<file path="config.mk">
export PLATFORM = sky130hd
export DESIGN_NAME = load_store_unit
export DESIGN_NICKNAME = d
export VERILOG_FILES = /design/src/rtl/load_store_unit.sv
export SDC_FILE = /design/constraint.sdc
export NUM_CORES = 1
export LEC_CHECK = 0
export ABC_AREA = 1
export CORE_ASPECT_RATIO = 0.9
export CORE_UTILIZATION = 49
export DETAILED_ROUTE_END_ITERATION = 8
export PLACE_DENSITY = 0.77
export SLEW_MARGIN = 10
export SYNTH_ARGS = -nofsm -noshare
export SYNTH_HDL_FRONTEND = slang
export SYNTH_SLANG_ARGS = --single-unit
export TNS_END_PERCENT = 20
</file>
<file path="constraint.sdc">
create_clock -name clk_i -period 5.9 [get_ports clk_i]
set_input_delay 0.885 -clock clk_i [delete_from_list [all_inputs] [get_ports clk_i]]
set_output_delay 0.885 -clock clk_i [all_outputs]
set_load 0.01 [all_outputs]
</file>
<file path="src/rtl/load_store_unit.sv">
// Load/store unit: one request at a time, byte/halfword/word access with read-modify-write sub-word stores.
// Optional MISALIGN_TRAP_EN rejects misaligned requests; without it, lane offsets are forced aligned.
module load_store_unit #(
   parameter int ADDRESS_WIDTH = 32,
   parameter int DATA_WIDTH    = 32
) (
   input  logic                     clk_i,
   input  logic                     rst_i,
   input  logic                     req_valid_i,
   output logic                     req_ready_o,
   input  logic                     req_we_i,
   input  logic [1:0]               req_size_i,
   input  logic                     req_unsigned_i,
   input  logic [ADDRESS_WIDTH-1:0] req_addr_i,
   input  logic [DATA_WIDTH-1:0]    req_wdata_i,
   output logic                     resp_valid_o,
   output logic [DATA_WIDTH-1:0]    resp_rdata_o,
   output logic                     resp_misaligned_o,
   output logic [ADDRESS_WIDTH-1:0] mem_a_o,
   output logic [DATA_WIDTH-1:0]    mem_wd_o,
   output logic                     mem_wen_o,
   input  logic [DATA_WIDTH-1:0]    mem_rd_i
);

   typedef enum logic [1:0] {IDLE, READ, WRITE, RESP} state_t;

   state_t                  state_q;
   logic                    we_q;
   logic [1:0]              size_q;
   logic                    uns_q;
   logic [1:0]              off_q;
   logic [DATA_WIDTH-1:0]   wdata_q;
   logic [1:0]              req_off;
   logic                    req_mis;

   function automatic logic [DATA_WIDTH-1:0] load_ext(input logic [DATA_WIDTH-1:0] w,
                                                      input logic [1:0] size,
                                                      input logic uns,
                                                      input logic [1:0] off);
      logic [7:0]  b;
      logic [15:0] h;
      case (off)
         2'b00:   b = w[7:0];
         2'b01:   b = w[15:8];
         2'b10:   b = w[23:16];
         default: b = w[31:24];
      endcase
      h = off[1] ? w[31:16] : w[15:0];
      case (size)
         2'b00:   load_ext = uns ? {24'b0, b} : {{24{b[7]}}, b};
         2'b01:   load_ext = uns ? {16'b0, h} : {{16{h[15]}}, h};
         default: load_ext = w;
      endcase
   endfunction

   // Replace only the addressed lanes of the word read back from memory.
   function automatic logic [DATA_WIDTH-1:0] merge(input logic [DATA_WIDTH-1:0] w,
                                                   input logic [DATA_WIDTH-1:0] wd,
                                                   input logic [1:0] size,
                                                   input logic [1:0] off);
      logic [DATA_WIDTH-1:0] m;
      logic [DATA_WIDTH-1:0] d;
      case (size)
         2'b00: begin
            m = 32'h0000_00FF << {off, 3'b000};
            d = {24'b0, wd[7:0]} << {off, 3'b000};
         end
         2'b01: begin
            m = 32'h0000_FFFF << {off, 3'b000};
            d = {16'b0, wd[15:0]} << {off, 3'b000};
         end
         default: begin
            m = '1;
            d = wd;
         end
      endcase
      merge = (w & ~m) | (d & m);
   endfunction

   always_comb begin
      case (req_size_i)
         2'b00:   req_off = req_addr_i[1:0];
         2'b01:   req_off = {req_addr_i[1], 1'b0};
         default: req_off = 2'b00;
      endcase
   end

`ifdef MISALIGN_TRAP_EN
   assign req_mis = (req_size_i == 2'b01 && req_addr_i[0]) ||
                    (req_size_i[1] && req_addr_i[1:0] != 2'b00);
`else
   assign req_mis = 1'b0;
`endif

   always_ff @(posedge clk_i or posedge rst_i) begin
      if (rst_i) begin
         state_q           <= IDLE;
         req_ready_o       <= 1'b0;
         resp_valid_o      <= 1'b0;
         resp_rdata_o      <= '0;
         resp_misaligned_o <= 1'b0;
         mem_a_o           <= '0;
         mem_wd_o          <= '0;
         mem_wen_o         <= 1'b0;
         we_q              <= 1'b0;
         size_q            <= 2'b00;
         uns_q             <= 1'b0;
         off_q             <= 2'b00;
         wdata_q           <= '0;
      end else begin
         resp_valid_o <= 1'b0;
         mem_wen_o    <= 1'b0;
         req_ready_o  <= 1'b0;
         case (state_q)
            IDLE: begin
               req_ready_o <= 1'b1;
               if (req_valid_i && req_ready_o) begin
                  req_ready_o <= 1'b0;
                  we_q        <= req_we_i;
                  size_q      <= req_size_i;
                  uns_q       <= req_unsigned_i;
                  off_q       <= req_off;
                  wdata_q     <= req_wdata_i;
                  if (req_mis) begin
                     state_q           <= RESP;
                     resp_valid_o      <= 1'b1;
                     resp_misaligned_o <= 1'b1;
                     resp_rdata_o      <= '0;
                  end else begin
                     mem_a_o <= {2'b00, req_addr_i[ADDRESS_WIDTH-1:2]};
                     if (req_we_i && req_size_i[1]) begin
                        state_q   <= WRITE;
                        mem_wd_o  <= req_wdata_i;
                        mem_wen_o <= 1'b1;
                     end else begin
                        state_q <= READ;
                     end
                  end
               end
            end
            READ: begin
               if (!we_q) begin
                  state_q           <= RESP;
                  resp_valid_o      <= 1'b1;
                  resp_misaligned_o <= 1'b0;
                  resp_rdata_o      <= load_ext(mem_rd_i, size_q, uns_q, off_q);
                  mem_a_o           <= '0;
               end else begin
                  state_q   <= WRITE;
                  mem_wd_o  <= merge(mem_rd_i, wdata_q, size_q, off_q);
                  mem_wen_o <= 1'b1;
               end
            end
            WRITE: begin
               state_q           <= RESP;
               resp_valid_o      <= 1'b1;
               resp_misaligned_o <= 1'b0;
               resp_rdata_o      <= '0;
               mem_a_o           <= '0;
               mem_wd_o          <= '0;
            end
            RESP: begin
               state_q     <= IDLE;
               req_ready_o <= 1'b1;
            end
         endcase
      end
   end

endmodule

</file>
==> metrics.txt <==
run status complete, no violations; wire per inst between 15 and 20 µm; Max Slew Vio Count 0; cell leakage power 4.86 nW; final WL 23000 µm; total gr overflow 0; Core Rows 42; largest net degree at the start of global routing 97; Cell variety after synth 34; Crit path largest cell delay 1.05 ns; HPWL Detailed ~16000 µm; CTS H-tree lvls 4; Die Wd 132 µm; 1st-pass router iterations 5; period utilization 0.667; core area 14800 µm²; worst min-delay path class reg2reg; fill count 1208; CTS Buf Count 17; crit path kind in2reg; origin of the worst min-delay path resp_rdata_o[16]; placed cell count 1363; vias in the first global route 7081; Final min period between 3 and 4 ns; diode count 0; Most Frequent Cell on Critical Path nand2_1; Simple-Gate Fraction of Synth Area 0.277; worst path arrival time 4.28 ns; DRC errors left 0; Synth Area per Inst about 7.3 µm²; fmax 254 MHz; Post-Synth Adder-Cell Area 0.00674; crit-path max FO 33; first-pass GRT wire length 37100 µm; CTS tree built; sum of negative setup slack 0 ns; combinational family with the most area after synthesis simple AND/OR/NAND/NOR gates; post-route ant nets 0; crit path from req_valid_i; register cell area after layout 3430 µm²; Max Clock Skew approximately 0.0066 ns; synthesized instance count just over 1000; TritonCTS Sinks between 100 and 150; GRT Total Usage 0.305; clk_lat worst skew 0.42 ns; Die ar. 15600 µm²; YS warnings 0; final setup vio count 0; post-synthesis compound-gate area fraction 0.153; Worst Setup Start Kind input pin; Die H 119 µm; Clk pin slew, worst setup/hold paths 0.06 ns; drt via density 5.37; RSZ-0062 raised after global routing false; drt first-iter violations around 770; xor-xnor portion of the synthesized cell area 0; total vias in the final route 7495; post-synthesis sequential area ratio 0.462; fin cells 1395; layout cells sized above 1 0.0543; CTS hold repair buffers 0; root buf cell clkbuf_16; final core occ 0.674; port bufs 199; initial antenna violation count 0; worst slew margin relative to its limit 0.223; Clock Path Buffers 2; r2r startpoint state_q[1]; most frequent cells in the layout nand2_1, clkdlybuf4s50_1, dfrtp_1; Final Total Pwr around 5.5 mW; worst vdd ir 0.379 mV; R2R setup slack around 2.3 ns; # IOs 203; footprint of the multi-input gates 3260 µm²; Routability Congestion 0.969; slowest CP cell inv_1; critical-path cell list clkdlybuf4s50_1 > nand2_1 > inv_1 > nand2_1 > nand2_1 > nand3_2 > inv_1 > nor2_1 > a21oi_1; final hold violations 0; post-cts sizing count 0; Max-Cap Viols 0; worst path required time 6.24 ns; Starting Density 0.503; post-synthesis register bit count 137; mux share of post-synthesis cell area 0; pwr dens 557 nW/µm²; Worst-Margin Slew about 1.2 ns; Setup Fix Bufs, Post-CTS 0; commonest non-fill, non-tap cell in the layout nand2_1; nets 1291; Post-Syn Area 7420 µm²; Area growth syn-to-layout 34.1%; CP endpoint kind register
-- path summary, 6_finish.rpt --
check | endpoint | cells past startpoint
setup reg to reg | mem_wd_o[8] | 8
hold reg to reg | resp_rdata_o[16] | 2
setup / recovery | mem_wd_o[8] | 9
min in group asynchronous | mem_a_o[20] | 2
max in group asynchronous | resp_rdata_o[23] | 3
hold / removal | resp_rdata_o[16] | 2
-- state kept, by name, summed over array words and instances (netlist names) --
signal	flops
resp_rdata_o	32
size_q	2
off_q	2
req_ready_o	1
wdata_q	32
uns_q	1
mem_wen_o	1
mem_wd_o	32
state_q	2
we_q	1
mem_a_o	30
resp_valid_o	1
-- cells by family (layout without fill, tap and decap cells) --
kind of cell               count (synthesis)  in the layout
and+or+nand+nor                          494            494
AOI/OAI and AO/OA                        208            208
buffers and inverters                    171            351
DFF                                      137            137
adders and majority gates                  4              4
other                                      1              3
-- report_power, final --
| group | switching, mW | internal [mW] | leakage (nW) |
|---|---|---|---|
| combinational | 1.70 | 1.14 | 2.87 |
| clock | 0.403 | 0.599 | 0.268 |
| sequential | 0.333 | 1.38 | 1.72 |
| total | 2.43 | 3.12 | 4.86 |
-- through the flow --
step | hold WS (ns) | instance area (µm²) | setup WS (ns)
global route | 0.494 | 9960 | 1.65
finish | 0.475 | 9960 | 1.97
CTS | 0.481 | 9960 | 1.98
floorplan | 0.449 | 7430 | 1.35
global placement | 0.463 | 9420 | 1.66
detailed placement | 0.465 | 9420 | 1.58
-- Yosys cell counts --
cell	instances	area, µm²
nand2_1	342	1280
dfrtp_1	137	3430
a21oi_1	112	561
inv_1	107	402
nor2_1	76	285
nand3_1	56	280
o21ai_0	56	280
clkbuf_1	23	86.3
buf_2	20	100
o211ai_1	15	113
o21ai_1	11	55.1
buf_6	7	78.8
o221ai_1	7	61.3
inv_2	6	22.5
buf_4	5	37.5
nor2_4	5	56.3
ha_1	4	50.1
a21oi_2	3	26.3
nand2_2	3	18.8
nor2_2	3	18.8
nand2_4	2	22.5
nand3_2	2	20.0
nand3_4	2	35.0
a22oi_1	1	7.51
buf_1	1	3.75
clkinv_1	1	3.75
clkinv_8	1	16.3
conb_1	1	3.75
nand2_8	1	20.0
nand3b_1	1	7.51
o21a_1	1	7.51
o21ai_2	1	8.76
o21ai_4	1	16.3
or2_2	1	6.26
-- area by class of cell --
type,instances,share of cell area
Timing Repair Buffer,204,0.204
Sequential cell,137,0.344
Inverter,115,0.0451
Multi-Input combinational cell,709,0.327
Clock buffer,24,0.0474
Clock inverter,8,0.00716
Tap cell,198,0.0249
-- layer usage --
| metal | vias up | global-route usage | part of all wire |
|---|---|---|---|
| met4 | 0 | 0.0981 | 0.023 |
| li1 | 3562 | - | - |
| met5 | - | 0 | 0 |
| met3 | 44 | 0.0596 | 0.084 |
| met1 | 3512 | 0.449 | 0.46 |
| met2 | 377 | 0.449 | 0.44 |
-- critical path: cells and delay by family --
family,cells,cell delay (ns)
compound gates,1,0.16
buf+inv,3,1.57
simple gates,5,1.63
Power figures use the tool's default switching activity.
